`src/rtl/muldiv_unit_if.sv`:
```
// rtl/muldiv_unit_if.sv - request/response bundle between a requester and muldiv_unit
//
// Ports (signals carried by the interface):
//   valid_i   requester -> unit  operation request
//   funct3_i  requester -> unit  M-extension op select
//   a_i, b_i  requester -> unit  rs1 / rs2 operands
//   kill_i    requester -> unit  flush of the in-flight op
//   ready_o   unit -> requester  unit idle and able to accept
//   busy_o    unit -> requester  op in flight
//   done_o    unit -> requester  one-cycle completion pulse
//   result_o  unit -> requester  result, held until the next done_o
interface muldiv_unit_if #(
  parameter int XLEN = 32
);
  logic            valid_i;
  logic            ready_o;
  logic [2:0]      funct3_i;
  logic [XLEN-1:0] a_i;
  logic [XLEN-1:0] b_i;
  logic            kill_i;
  logic            busy_o;
  logic            done_o;
  logic [XLEN-1:0] result_o;

  modport master (
    output valid_i, funct3_i, a_i, b_i, kill_i,
    input  ready_o, busy_o, done_o, result_o
  );

  modport slave (
    input  valid_i, funct3_i, a_i, b_i, kill_i,
    output ready_o, busy_o, done_o, result_o
  );
endinterface

```
`src/rtl/muldiv_unit.sv`:
```
// rtl/muldiv_unit.sv - iterative RV32M multiply/divide unit, one bit per cycle
//
// Ports:
//   clk    rising-edge clock
//   reset  asynchronous active-high reset
//   bus    muldiv_unit_if slave: valid_i/ready_o handshake, funct3_i, a_i, b_i,
//          kill_i, busy_o, done_o, result_o
// Parameters:
//   XLEN       operand/result width (8..64, even)
//   EARLY_OUT  skip iteration for divide-by-zero and signed overflow
module muldiv_unit #(
  parameter int XLEN      = 32,
  parameter bit EARLY_OUT = 1'b1
) (
  input  logic         clk,
  input  logic         reset,
  muldiv_unit_if.slave bus
);
  localparam int CW = $clog2(XLEN);
  localparam logic [XLEN-1:0] MOST_NEG = {1'b1, {(XLEN-1){1'b0}}};
  localparam logic [XLEN-1:0] ALL_ONES = {XLEN{1'b1}};

  typedef enum logic [2:0] {S_IDLE, S_PREP, S_CALC, S_FIX, S_DONE} state_t;

  state_t            r_state;
  logic [CW-1:0]     r_cnt;
  logic [2:0]        r_op;
  logic [XLEN-1:0]   r_a, r_b;        // raw captured operands
  logic [XLEN-1:0]   r_mcand, r_dvsr; // operand magnitudes
  logic [XLEN-1:0]   r_rem, r_quo;
  logic [2*XLEN-1:0] r_prod;          // {partial high, remaining multiplier bits}
  logic [XLEN-1:0]   r_result;
  logic              r_neg_res, r_neg_rem, r_div0, r_ovf, r_done;

  // Signedness of the captured op: DIV/REM/MULH both signed, MULHSU only rs1.
  logic            w_is_div, w_sgn_a, w_sgn_b, w_neg_a, w_neg_b, w_div0, w_ovf;
  logic [XLEN-1:0] w_mag_a, w_mag_b;

  assign w_is_div = r_op[2];
  assign w_sgn_a  = w_is_div ? ~r_op[0] : (r_op[1:0] == 2'b01 || r_op[1:0] == 2'b10);
  assign w_sgn_b  = w_is_div ? ~r_op[0] : (r_op[1:0] == 2'b01);
  assign w_neg_a  = w_sgn_a & r_a[XLEN-1];
  assign w_neg_b  = w_sgn_b & r_b[XLEN-1];
  assign w_mag_a  = w_neg_a ? -r_a : r_a;
  assign w_mag_b  = w_neg_b ? -r_b : r_b;
  assign w_div0   = w_is_div && (r_b == '0);
  assign w_ovf    = w_is_div && !r_op[0] && (r_a == MOST_NEG) && (r_b == ALL_ONES);

  // Shift-add step: the extra top bit keeps the carry of the partial sum,
  // which lands in bit 2*XLEN-1 after the right shift.
  logic [XLEN:0] w_sum;
  assign w_sum = {1'b0, r_prod[2*XLEN-1:XLEN]} + (r_prod[0] ? {1'b0, r_mcand} : {(XLEN+1){1'b0}});

  // Restoring divide step: bring in the next dividend bit and try the subtract.
  logic [XLEN:0]   w_shift;
  logic [XLEN-1:0] w_diff;
  logic            w_ge;
  assign w_shift = {r_rem, r_quo[XLEN-1]};
  assign w_ge    = (w_shift >= {1'b0, r_dvsr});
  assign w_diff  = w_shift[XLEN-1:0] - r_dvsr;

  // Sign correction and result selection. The special cases override the
  // iterated values so results are identical with or without EARLY_OUT.
  logic [2*XLEN-1:0] w_prod_s;
  logic [XLEN-1:0]   w_quo_s, w_rem_s, w_fix;
  assign w_prod_s = r_neg_res ? -r_prod : r_prod;
  assign w_quo_s  = r_neg_res ? -r_quo : r_quo;
  assign w_rem_s  = r_neg_rem ? -r_rem : r_rem;

  always_comb begin
    w_fix = '0;
    if (!w_is_div)
      w_fix = (r_op[1:0] == 2'b00) ? w_prod_s[XLEN-1:0] : w_prod_s[2*XLEN-1:XLEN];
    else if (r_div0)
      w_fix = r_op[1] ? r_a : ALL_ONES;
    else if (r_ovf)
      w_fix = r_op[1] ? '0 : MOST_NEG;
    else
      w_fix = r_op[1] ? w_rem_s : w_quo_s;
  end

  always_ff @(posedge clk or posedge reset) begin
    if (reset) begin
      r_state   <= S_IDLE;
      r_cnt     <= '0;
      r_op      <= '0;
      r_a       <= '0;
      r_b       <= '0;
      r_mcand   <= '0;
      r_dvsr    <= '0;
      r_rem     <= '0;
      r_quo     <= '0;
      r_prod    <= '0;
      r_result  <= '0;
      r_neg_res <= 1'b0;
      r_neg_rem <= 1'b0;
      r_div0    <= 1'b0;
      r_ovf     <= 1'b0;
      r_done    <= 1'b0;
    end else begin
      r_done <= 1'b0;
      if (bus.kill_i) begin
        // Flush: drops any in-flight op and also cancels a same-cycle accept.
        r_state <= S_IDLE;
      end else begin
        case (r_state)
          S_IDLE: begin
            if (bus.valid_i) begin
              r_op    <= bus.funct3_i;
              r_a     <= bus.a_i;
              r_b     <= bus.b_i;
              r_state <= S_PREP;
            end
          end
          S_PREP: begin
            r_mcand   <= w_mag_a;
            r_dvsr    <= w_mag_b;
            r_prod    <= {{XLEN{1'b0}}, w_mag_b};
            r_quo     <= w_mag_a;
            r_rem     <= '0;
            r_neg_res <= w_neg_a ^ w_neg_b;
            r_neg_rem <= w_neg_a;
            r_div0    <= w_div0;
            r_ovf     <= w_ovf;
            r_cnt     <= '0;
            r_state   <= (EARLY_OUT && (w_div0 || w_ovf)) ? S_FIX : S_CALC;
          end
          S_CALC: begin
            // Multiply and divide datapaths both step; FIX picks the right one.
            r_prod <= {w_sum, r_prod[XLEN-1:1]};
            if (w_ge) begin
              r_rem <= w_diff;
              r_quo <= {r_quo[XLEN-2:0], 1'b1};
            end else begin
              r_rem <= w_shift[XLEN-1:0];
              r_quo <= {r_quo[XLEN-2:0], 1'b0};
            end
            r_cnt <= r_cnt + 1'b1;
            if (r_cnt == CW'(XLEN-1))
              r_state <= S_FIX;
          end
          S_FIX: begin
            r_result <= w_fix;
            r_done   <= 1'b1;
            r_state  <= S_DONE;
          end
          S_DONE:  r_state <= S_IDLE;
          default: r_state <= S_IDLE;
        endcase
      end
    end
  end

  assign bus.ready_o  = (r_state == S_IDLE);
  assign bus.busy_o   = (r_state != S_IDLE);
  assign bus.done_o   = r_done;
  assign bus.result_o = r_result;
endmodule

```
`src/flat_wrapper.sv`:
```
// flat-port wrapper written by rule: the top's interface ports become plain ports
module muldiv_unit_flat 
#(
  parameter int XLEN      = 32,
  parameter bit EARLY_OUT = 1'b1
)
  (clk, reset, bus_valid_i, bus_funct3_i, bus_a_i, bus_b_i, bus_kill_i, bus_ready_o, bus_busy_o, bus_done_o, bus_result_o);
  muldiv_unit_if #(.XLEN(XLEN)) bus_i ();
  input  logic clk;
  input  logic reset;
  input wire logic [$bits(bus_i.valid_i)-1:0] bus_valid_i;
  input wire logic [$bits(bus_i.funct3_i)-1:0] bus_funct3_i;
  input wire logic [$bits(bus_i.a_i)-1:0] bus_a_i;
  input wire logic [$bits(bus_i.b_i)-1:0] bus_b_i;
  input wire logic [$bits(bus_i.kill_i)-1:0] bus_kill_i;
  output wire logic [$bits(bus_i.ready_o)-1:0] bus_ready_o;
  output wire logic [$bits(bus_i.busy_o)-1:0] bus_busy_o;
  output wire logic [$bits(bus_i.done_o)-1:0] bus_done_o;
  output wire logic [$bits(bus_i.result_o)-1:0] bus_result_o;
  assign bus_i.valid_i = bus_valid_i;
  assign bus_i.funct3_i = bus_funct3_i;
  assign bus_i.a_i = bus_a_i;
  assign bus_i.b_i = bus_b_i;
  assign bus_i.kill_i = bus_kill_i;
  assign bus_ready_o = bus_i.ready_o;
  assign bus_busy_o = bus_i.busy_o;
  assign bus_done_o = bus_i.done_o;
  assign bus_result_o = bus_i.result_o;
  muldiv_unit #(.XLEN(XLEN), .EARLY_OUT(EARLY_OUT)) u_core (.clk(clk), .reset(reset), .bus(bus_i));
endmodule
```
`config.mk`:
```
export PLATFORM = sky130hd
export DESIGN_NAME = muldiv_unit_flat
export DESIGN_NICKNAME = d
export VERILOG_FILES = /design/src/rtl/muldiv_unit_if.sv /design/src/rtl/muldiv_unit.sv /design/src/flat_wrapper.sv
export SDC_FILE = /design/constraint.sdc
export NUM_CORES = 1
export LEC_CHECK = 0
export ABC_AREA = 1
export BUFFER_PORTS_ARGS = -buffer_cell sky130_fd_sc_hd__buf_4
export CAP_MARGIN = 20
export CORE_MARGIN = 3
export CORE_UTILIZATION = 40
export DETAILED_ROUTE_END_ITERATION = 8
export SETUP_SLACK_MARGIN = 0.15
export SLEW_MARGIN = 10
export SYNTH_ARGS = -nofsm -noshare
export SYNTH_HDL_FRONTEND = slang
export SYNTH_SLANG_ARGS = --single-unit
```
`constraint.sdc`:
```
create_clock -name clk -period 17.6 [get_ports clk]
set_clock_uncertainty 0.05 [all_clocks]
set_input_delay 0.88 -clock clk [delete_from_list [all_inputs] [get_ports clk]]
set_output_delay 0.88 -clock clk [all_outputs]
set_load 0.05 [all_outputs]
```
==> results.cfg <==
[cells_and_area]
diodes = 0
layout_common_cells = nand2_1 (995), nor2_1 (452), nand3_1 (406)
final_layout_size_suffix_gt1_share_pct = 8.24
fin_util_pct = 45.5
final_common_cell = nand2_1
fin_nets = 3890
syn2layout_area_growth_pct = 11.5

[hold_path]
hold_class = input pin to async pin

[logic_synthesis]
ys.flop_type = dfrtp_1
synth-seq-cells = 304
yosys_warnings = 0
synth_area_leaders = dfrtp_1 (32%), nand2_1 (16%), nand3_1 (8.6%)
yosysTopAreaCellShare_pct = 32.0
synth_edf_count = 0
yosysTopAreaCell = dfrtp_1
synth_area_um2 = 23800
syn_avg_cell_area_um2 = 6.39
ys_types = 54
async_flop_share_pct = 100
synthCells = 3715
syn_nets = 3862
yosysSeqAreaShare_pct = 32.0

[grt]
grt.total_usage_pct = 29.7
grt-ovfl-total = 0
antenna_found_initial = 1
grt_pass1_wl_mm = 143
grt_pass1_vias = 23100
grt_max_degree = 137

[clock_network]
post_cts_buffers = 0
clkLatencyLatePin_ns = 0.58
cts_root_buffer = clkbuf_16
htree_levels = 2
cts_hold_buf = 0
clock_sinks = 304
clk_pin_slew_ns = 0.06
cts_tree = built
cts_buffer_depth = 3
ctsResizeCount = 0
cts_buffers = 40

[sta]
setup_tns_ns = 0
rsz0062_at_grt = no
period_needed_ns = 3.58
tightestPinTransition_ns = 0.949
finalSetupViolations = 0
slew-limit-headroom_pct = 36.1
maxSlewViolCount = 0
hold-worst-slack_ns = 0.354
worst_slack_ns = 14.02
final.period_utilization_pct = 20.3
hold_viol = 0
timing.fmax_mhz = 280

[floorplanning]
start_util_pct = 40.8
num_rows = 88
die_width_um = 250
io_pins = 106
dieHeight_um = 250
design.die.area_um2 = 62300
core_region_area_um2 = 58200

[worst_setup_path]
crit_chain = nor2_1, nand2_2, nor2_4, buf_4, nor2_4, inv_2, buf_4, o21ai_0, a21oi_1, a21oi_1
start_kind = flip-flop
cp_data_required_time_ns = 17.97
crit_path_max_fanout = 72
crit_slowest_cell = buf_4
r2r_slack_ns = 14.02
cp.arrival_ns = 3.95
max_stage_delay_ns = 0.71
cp-end-kind = flip-flop
crit_type = flip-flop to flip-flop

[detailed_routing]
first_pass_iters = 6
drt-wirelength-per-cell_um = 20.9
drc = 0
via_count = 25200
routed_wl_mm = 94.7
drtIter0Drc = 2917
vias_per_cell = 5.56
antenna_left = 0

[pwr]
pwr-share-comb_pct = 57.4
clkPwrFrac_pct = 17.2
ir_worst_vdd_v = 0.000131
p_leak_nw = 13.4
power_density_nw_per_um2 = 190
p_int_w = 0.00230
p_sw_share_pct = 54.2
power_frac_seq_pct = 25.4
p_total_w = 0.00503
switchingPower_w = 0.00272

[placement]
place_ws_ns = 13.75
portBuffers = 105
gp_congestion = 1.02
hpwl_mm = 73.6

[outcome]
outcome = complete, no violations

[job]
cap_violations = 0
-- sequential cells by signal, summed over array words and instances, names as in the netlist --
signal,cells
u_core.r_mcand,32
u_core.bus.done_o,1
u_core.r_div0,1
u_core.bus.result_o,32
u_core.r_op,3
u_core.r_quo,32
u_core.r_rem,32
u_core.r_ovf,1
u_core.r_a,32
u_core.r_b,32
u_core.r_neg_rem,1
u_core.r_dvsr,32
u_core.r_neg_res,1
u_core.r_prod,64
u_core.r_cnt,5
u_core.r_state,3
-- final timing paths --
| kind | from | endpoint | cells past startpoint |
|---|---|---|---|
| min in group clk | u_core.r_mcand[2] | u_core.r_mcand[2] | 2 |
| max in group asynchronous | reset | u_core.bus.result_o[21] | 4 |
| hold / removal | reset | u_core.r_b[10] | 2 |
| hold reg to reg | u_core.r_mcand[2] | u_core.r_mcand[2] | 2 |
| setup / recovery | u_core.r_state[0] | u_core.r_prod[7] | 10 |
| setup reg to reg | u_core.r_state[0] | u_core.r_prod[7] | 10 |
-- final cells by class --
type	instances	area [µm²]
multi-input combinational	2859	14000
timing repair buffer	130	1010
tap	765	957
sequential	304	7610
clock buffer	53	1130
inverter	408	1540
fill	6213	31800
clock inverter	20	254
-- critical path, delay by kind of cell (launching register included) --
kind / cells / cell delay, ns
DFF: 1 / 0.40
AOI/OAI and AO/OA: 3 / 0.47
buffers and inverters: 3 / 1.74
and+or+nand+nor: 4 / 0.71
-- kinds of logic after synthesis --
| logic type | count (synthesis) | share of synthesized area [%] |
|---|---|---|
| xor gates and xnor gates | 66 | 2.43 |
| AOI/OAI and AO/OA | 695 | 15.6 |
| and+or+nand+nor | 2016 | 36.4 |
| muxes | 6 | 0.269 |
| adders and majority gates | 76 | 4.07 |
| DFF | 304 | 32.0 |
| buffers and inverters | 552 | 9.17 |
-- power by group through the flow --
stage | logic [W] | clock network [W] | registers [W]
4_1_cts | 0.00281 | 0.000881 | 0.00127
6_report | 0.00288 | 0.000865 | 0.00128
3_3_place_gp | 0.00279 | 0 | 0.00128
2_1_floorplan | 0.00183 | 0 | 0.00127
5_1_grt | 0.00317 | 0.000907 | 0.00131
3_5_place_dp | 0.00280 | 0 | 0.00128
-- cells in the mapped netlist, types with 3 or more instances --
cell type and count:
nor2_4 13, o21a_1 11, ha_1 74, a31oi_1 15, a21o_1 10, xnor2_1 14, inv_1 390, nand3_1 407
xor2_1 52, nor3_1 20, inv_2 17, buf_4 3, nand2_2 20, buf_2 45, nor2_1 453, dfrtp_1 304
o22ai_1 13, mux2i_1 3, a21oi_1 279, o21ai_0 265, and2_1 3, o211ai_1 19, o21ai_1 53, nor4_1 7
o21ai_2 6, nand2_1 996, mux2_2 3, nand4_1 43, a22oi_1 7, nor2_2 18, buf_1 22, o21bai_1 4
clkbuf_1 70, nand3b_1 4, nand3_2 21
-- stage by stage --
step	cells	area, µm²
3_3_place_gp	4465	25100
3_5_place_dp	4465	25100
4_1_cts	4538	26500
5_1_grt	4539	26500
6_report	4539	26500
2_1_floorplan	3715	23800
-- metal layers --
layer  vias up  GRT usage (%)  routed length, µm
met3       142           6.08               9050
li1      12200              -                  -
met2      1146           43.1              39500
met1     11700           44.2              43200
met5         -              0                 18
met4         2           8.55               2870
(Power assumes the default switching activity.)
